===== src/rtl/mdu_sequencer.sv =====
// rtl/mdu_sequencer.sv - RV32 M-extension multi-cycle multiply/divide sequencer
module mdu_sequencer (
    input  logic        i_clk,
    input  logic        i_rst,
    input  logic        i_start,
    input  logic [2:0]  i_funct3,
    input  logic [31:0] i_rs1_val,
    input  logic [31:0] i_rs2_val,
    input  logic        i_flush,
    output logic        o_ready,
    output logic        o_busy,
    output logic        o_done,
    output logic [31:0] o_result
);

    typedef enum logic [1:0] {S_IDLE, S_RUN, S_DONE} state_t;

    state_t      r_state;
    logic [2:0]  r_funct3;
    logic [31:0] r_mag_a;
    logic [31:0] r_mag_b;
    logic        r_neg_res;
    logic        r_neg_rem;
    logic [4:0]  r_cnt;
    logic [63:0] r_acc;

    // Operand classification at accept time
    logic        w_is_div;
    logic        w_a_signed;
    logic        w_b_signed;
    logic        w_a_neg;
    logic        w_b_neg;
    logic [31:0] w_mag_a;
    logic [31:0] w_mag_b;
    logic        w_div_zero;
    logic        w_div_ovf;
    logic [31:0] w_fast_res;

    assign w_is_div   = i_funct3[2];
    // Unsigned forms are MULHU (011), DIVU (101), REMU (111); MULHSU (010) has only A signed
    assign w_a_signed = (i_funct3 != 3'b011) && (i_funct3 != 3'b101) && (i_funct3 != 3'b111);
    assign w_b_signed = w_a_signed && (i_funct3 != 3'b010);
    assign w_a_neg    = w_a_signed & i_rs1_val[31];
    assign w_b_neg    = w_b_signed & i_rs2_val[31];
    assign w_mag_a    = w_a_neg ? (~i_rs1_val + 32'd1) : i_rs1_val;
    assign w_mag_b    = w_b_neg ? (~i_rs2_val + 32'd1) : i_rs2_val;
    assign w_div_zero = w_is_div && (i_rs2_val == 32'd0);
    assign w_div_ovf  = w_is_div && !i_funct3[0] && (i_rs1_val == 32'h8000_0000)
                        && (i_rs2_val == 32'hFFFF_FFFF);
    // funct3[1] distinguishes REM/REMU from DIV/DIVU
    assign w_fast_res = w_div_zero ? (i_funct3[1] ? i_rs1_val : 32'hFFFF_FFFF)
                                   : (i_funct3[1] ? 32'd0 : 32'h8000_0000);

    // Multiply step: acc = {partial_high, remaining multiplier bits}, add |A| when LSB set, shift right
    logic [32:0] w_mul_sum;
    logic [63:0] w_mul_next;
    assign w_mul_sum  = {1'b0, r_acc[63:32]} + (r_acc[0] ? {1'b0, r_mag_a} : 33'd0);
    assign w_mul_next = {w_mul_sum, r_acc[31:1]};

    // Divide step: acc = {remainder, dividend/quotient}, shift left and trial-subtract |B|
    logic [32:0] w_div_trial;
    logic [63:0] w_div_next;
    assign w_div_trial = r_acc[63:31] - {1'b0, r_mag_b};
    assign w_div_next  = w_div_trial[32] ? {r_acc[62:0], 1'b0}
                                         : {w_div_trial[31:0], r_acc[30:0], 1'b1};

    // Sign correction and result selection for the final iteration
    logic [63:0] w_prod;
    logic [31:0] w_quo;
    logic [31:0] w_rem;
    logic [31:0] w_final;
    assign w_prod = r_neg_res ? (~w_mul_next + 64'd1) : w_mul_next;
    assign w_quo  = r_neg_res ? (~w_div_next[31:0] + 32'd1) : w_div_next[31:0];
    assign w_rem  = r_neg_rem ? (~w_div_next[63:32] + 32'd1) : w_div_next[63:32];

    // Pick the architectural result for the latched funct3
    always_comb begin
        w_final = 32'd0;
        case (r_funct3)
            3'b000:                 w_final = w_prod[31:0];
            3'b001, 3'b010, 3'b011: w_final = w_prod[63:32];
            3'b100, 3'b101:         w_final = w_quo;
            default:                w_final = w_rem;
        endcase
    end

    // Sequencer FSM with registered handshake outputs and datapath state
    always_ff @(posedge i_clk or posedge i_rst) begin
        if (i_rst) begin
            r_state   <= S_IDLE;
            r_funct3  <= 3'd0;
            r_mag_a   <= 32'd0;
            r_mag_b   <= 32'd0;
            r_neg_res <= 1'b0;
            r_neg_rem <= 1'b0;
            r_cnt     <= 5'd0;
            r_acc     <= 64'd0;
            o_ready   <= 1'b1;
            o_busy    <= 1'b0;
            o_done    <= 1'b0;
            o_result  <= 32'd0;
        end else if (i_flush) begin
            r_state <= S_IDLE;
            o_ready <= 1'b1;
            o_busy  <= 1'b0;
            o_done  <= 1'b0;
        end else begin
            case (r_state)
                S_IDLE: begin
                    if (i_start) begin
                        r_funct3  <= i_funct3;
                        r_mag_a   <= w_mag_a;
                        r_mag_b   <= w_mag_b;
                        r_neg_res <= w_a_neg ^ w_b_neg;
                        r_neg_rem <= w_a_neg;
                        r_cnt     <= 5'd0;
                        // Multiply shifts the multiplier out of the low half; divide shifts the dividend
                        r_acc     <= {32'd0, (w_is_div ? w_mag_a : w_mag_b)};
                        o_ready   <= 1'b0;
                        o_busy    <= 1'b1;
                        if (w_div_zero || w_div_ovf) begin
                            o_result <= w_fast_res;
                            r_state  <= S_DONE;
                            o_done   <= 1'b1;
                        end else begin
                            r_state <= S_RUN;
                            o_done  <= 1'b0;
                        end
                    end
                end
                S_RUN: begin
                    r_acc <= r_funct3[2] ? w_div_next : w_mul_next;
                    r_cnt <= r_cnt + 5'd1;
                    if (r_cnt == 5'd31) begin
                        o_result <= w_final;
                        r_state  <= S_DONE;
                        o_done   <= 1'b1;
                    end
                end
                S_DONE: begin
                    r_state <= S_IDLE;
                    o_ready <= 1'b1;
                    o_busy  <= 1'b0;
                    o_done  <= 1'b0;
                end
                default: begin
                    r_state <= S_IDLE;
                    o_ready <= 1'b1;
                    o_busy  <= 1'b0;
                    o_done  <= 1'b0;
                end
            endcase
        end
    end

endmodule


===== config.mk =====
export PLATFORM = sky130hd
export DESIGN_NAME = mdu_sequencer
export DESIGN_NICKNAME = d
export VERILOG_FILES = /design/src/rtl/mdu_sequencer.sv
export SDC_FILE = /design/constraint.sdc
export NUM_CORES = 1
export LEC_CHECK = 0
export ABC_AREA = 1
export ABC_CLOCK_PERIOD_IN_PS = 9400
export CORE_MARGIN = 4
export CORE_UTILIZATION = 33
export DETAILED_ROUTE_END_ITERATION = 7
export GPL_TIMING_DRIVEN = 0
export HOLD_SLACK_MARGIN = 0.12
export SLEW_MARGIN = 5
export SYNTH_ARGS = -nofsm -noshare
export SYNTH_HDL_FRONTEND = slang
export SYNTH_SLANG_ARGS = --single-unit

===== constraint.sdc =====
create_clock -name i_clk -period 9.4 [get_ports i_clk]
set_input_delay 1.88 -clock i_clk [delete_from_list [all_inputs] [get_ports i_clk]]
set_output_delay 1.88 -clock i_clk [all_outputs]
set_load 0.02 [all_outputs]

==> results.ini <==
[drt]
drc=0
drtIter0Drc=2529
firstDrtPassIters=6
num_vias=23100
viasPerCell=5.48
drt-wirelength-per-cell_um=22.7
drt_wl_total_um=95700
antenna_left=0

[yosys]
yosys_warnings=0
synth_area_mm2=0.0193
ys_types=63
yosys_most_used_dff=dfrtp_1
synth_edf_count=0
syn-mean-instance-area_um2=5.82
async_flop_share=1.00
syn_nets=3456
ys_seq_elements=174
synth_cells=3311
ys_seq_area_frac=0.226

[sta]
post-route-min-period_ps=5570
hold_viol_final=0
finalMaxSlewViolations=0
tns_ps=0
max_freq_mhz=179
rsz0062_at_grt=no
slew_headroom=0.362
hold_ws_ps=470
setup_viol=0
post-route-period-util=0.593
setup_slack_ps=3830
worst_slew_pin_slew_ps=957
clock_skew_ps=18.0

[clocking]
cts_resized=0
postCtsSetupBuffers=0
ctsLongestPathBuffers=2
clock_sinks=174
cts_buffers=17
cts_hold_buf=0
clk_latency_ps=470
cts_tree=built
clk_pin_slew_worst_paths_ps=80
htree_levels=4
cts_root_buffer=clkbuf_16

[final_layout]
antenna_cells=0
finalNetCount=3580
fin_area_mm2=0.0219
area_growth_syn_to_layout_pct=13.6
drive_gt1_frac=0.0397

[floorplan]
ios=106
num_rows=88
start_util=0.333
coreArea_mm2=0.0578
die_w_um=250
die_h_um=250
die-area_mm2=0.0623

[worst_setup_path]
worstPathArrival_ps=5900
crit_path_max_fanout=10
required_ps=9720
r2r_cells=24
cp-end-kind=flip-flop
path_class=flip-flop to flip-flop
critPathLaunchType=flip-flop

[grt]
grt_pass1_wl_um=138000
grt_usage=0.294
grt_max_degree=113
gr-total-overflow=0
antenna_found_initial=1
grt_pass1_vias=21100

[placement]
io_buffers=104
gp_congestion=1.03
pre_cts_ws_ps=3980
post_dp_cell_area_mm2=0.0213
dp_hpwl_um=80300

[flow_run]
maxCapViolCount=0

[min_path]
hold_class=flip-flop to flip-flop
min_path_cells=1

[run_status]
outcome=completed

-- registers in the layout, indices dropped and copies added, names as in the netlist, 3 cells and up --
register	count
r_cnt	5
r_mag_b	32
o_result	32
r_acc	64
r_mag_a	32
r_funct3	3
-- per-layer routing --
layer  global-route usage  routed length [um]  share of wire
met1                0.396               40300           0.42
met2                0.456               41200           0.43
met3               0.0479                8410          0.088
met4                0.148                5710          0.060
met5                    0                  10        0.00010
-- worst paths after layout --
kind / start / end / slack, ps
max: r_acc[31] / o_result[10] / 3830
min: r_cnt[3] / r_cnt[3] / 470
max reg2reg: r_acc[31] / o_result[10] / 3830
min reg2reg: r_cnt[3] / r_cnt[3] / 470
max in group asynchronous: i_rst / r_acc[57] / 6630
min in group asynchronous: i_rst / o_result[4] / 1840
-- kinds of logic (layout without fill, tap and decap cells) --
logic type,Yosys count,in the layout,synth area share
flip-flops,174,174,0.226
buffers and inverters,560,697,0.113
XOR/XNOR,84,84,0.0382
AO/OA/AOI/OAI,637,637,0.183
adder cells (fa/ha/maj),74,74,0.0488
AND/OR/NAND/NOR,1782,1782,0.392
-- critical path: stages, from the launching register on --
cell and delay [ps]:
dfrtp_1 470, inv_1 330, ha_1 220, inv_1 80, fa_1 380, nand2_1 100
nand2_1 100, nand3_1 110, nand2_2 110, nand2_2 100, nand2_4 80, nand2_4 90
nand2_2 80, nand2_2 140, nand2_4 140, buf_2 260, ha_1 270, nor2_1 460
clkinv_1 510, nand2_1 210, a21oi_1 70, o21ai_0 100, o311ai_0 310, o21ai_0 560
a21oi_1 130
-- per-stage QoR --
stage	std cells	util
5_1_grt	4213	0.379
6_report	4213	0.379
4_1_cts	4213	0.379
2_1_floorplan	3311	-
3_5_place_dp	4181	0.369
3_3_place_gp	4180	0.368
-- final cells by class --
type                       count  area [um^2]
buffer                       123          536
inverter                     437         1650
fill                        6478        35900
tap                          765          957
clock inverter                14          151
clock buffer                  18          429
multi-input combinational   2577        12700
sequential                   174         4360
timing repair buffer         105         1070
-- layout by cell type (no fill, tap or decap), drive strengths merged, types with 2 or more instances in the layout --
cell type,Yosys,routed
nand4,51,51
a21oi,225,225
a32o,2,2
nor4,14,14
o211ai,28,28
nand3b,21,21
fa,2,2
clkdlybuf4s50,0,104
a211oi,3,3
a21o,6,6
nor3,48,48
a22oi,4,4
clkinv,5,9
nor2,451,451
or4,3,3
ha,72,72
o21ai,279,279
xnor2,13,13
dfrtp,173,173
and2,3,3
inv,432,438
clkbuf,92,110
nand3,217,217
clkinvlp,0,3
o31ai,6,6
o22ai,25,25
buf,31,32
o311ai,2,2
o221ai,4,4
nand2,959,959
o32ai,2,2
and3,3,3
a31oi,33,33
o21a,5,5
a221oi,2,2
xor2,71,71
o21bai,7,7
or2,10,10
-- cells in the mapped netlist, types with 5 or more instances --
cell type / instances / area share
nand2_1: 932 / 0.18
nor2_1: 439 / 0.085
inv_1: 419 / 0.082
o21ai_0: 263 / 0.068
a21oi_1: 220 / 0.057
nand3_1: 212 / 0.055
dfrtp_1: 173 / 0.22
clkbuf_1: 92 / 0.018
ha_1: 72 / 0.047
xor2_1: 71 / 0.032
nand4_1: 51 / 0.017
nor3_1: 45 / 0.012
a31oi_1: 33 / 0.011
o211ai_1: 28 / 0.011
o22ai_1: 25 / 0.0081
nand2_2: 21 / 0.0068
nand3b_1: 20 / 0.0078
inv_2: 13 / 0.0025
nor4_1: 13 / 0.0042
xnor2_1: 13 / 0.0059
buf_1: 11 / 0.0021
o21ai_1: 11 / 0.0029
buf_2: 10 / 0.0026
or2_2: 9 / 0.0029
nor2_2: 7 / 0.0023
o21bai_1: 7 / 0.0027
a21o_1: 6 / 0.0023
buf_4: 6 / 0.0023
nand2_4: 6 / 0.0035
o31ai_1: 6 / 0.0023
clkinv_1: 5 / 0.00097
nor2_4: 5 / 0.0029
o21a_1: 5 / 0.0019
o21ai_2: 5 / 0.0023
Power is not shown: default switching activity piles up to over one toggle a cycle in this logic, so the estimate is an artifact.
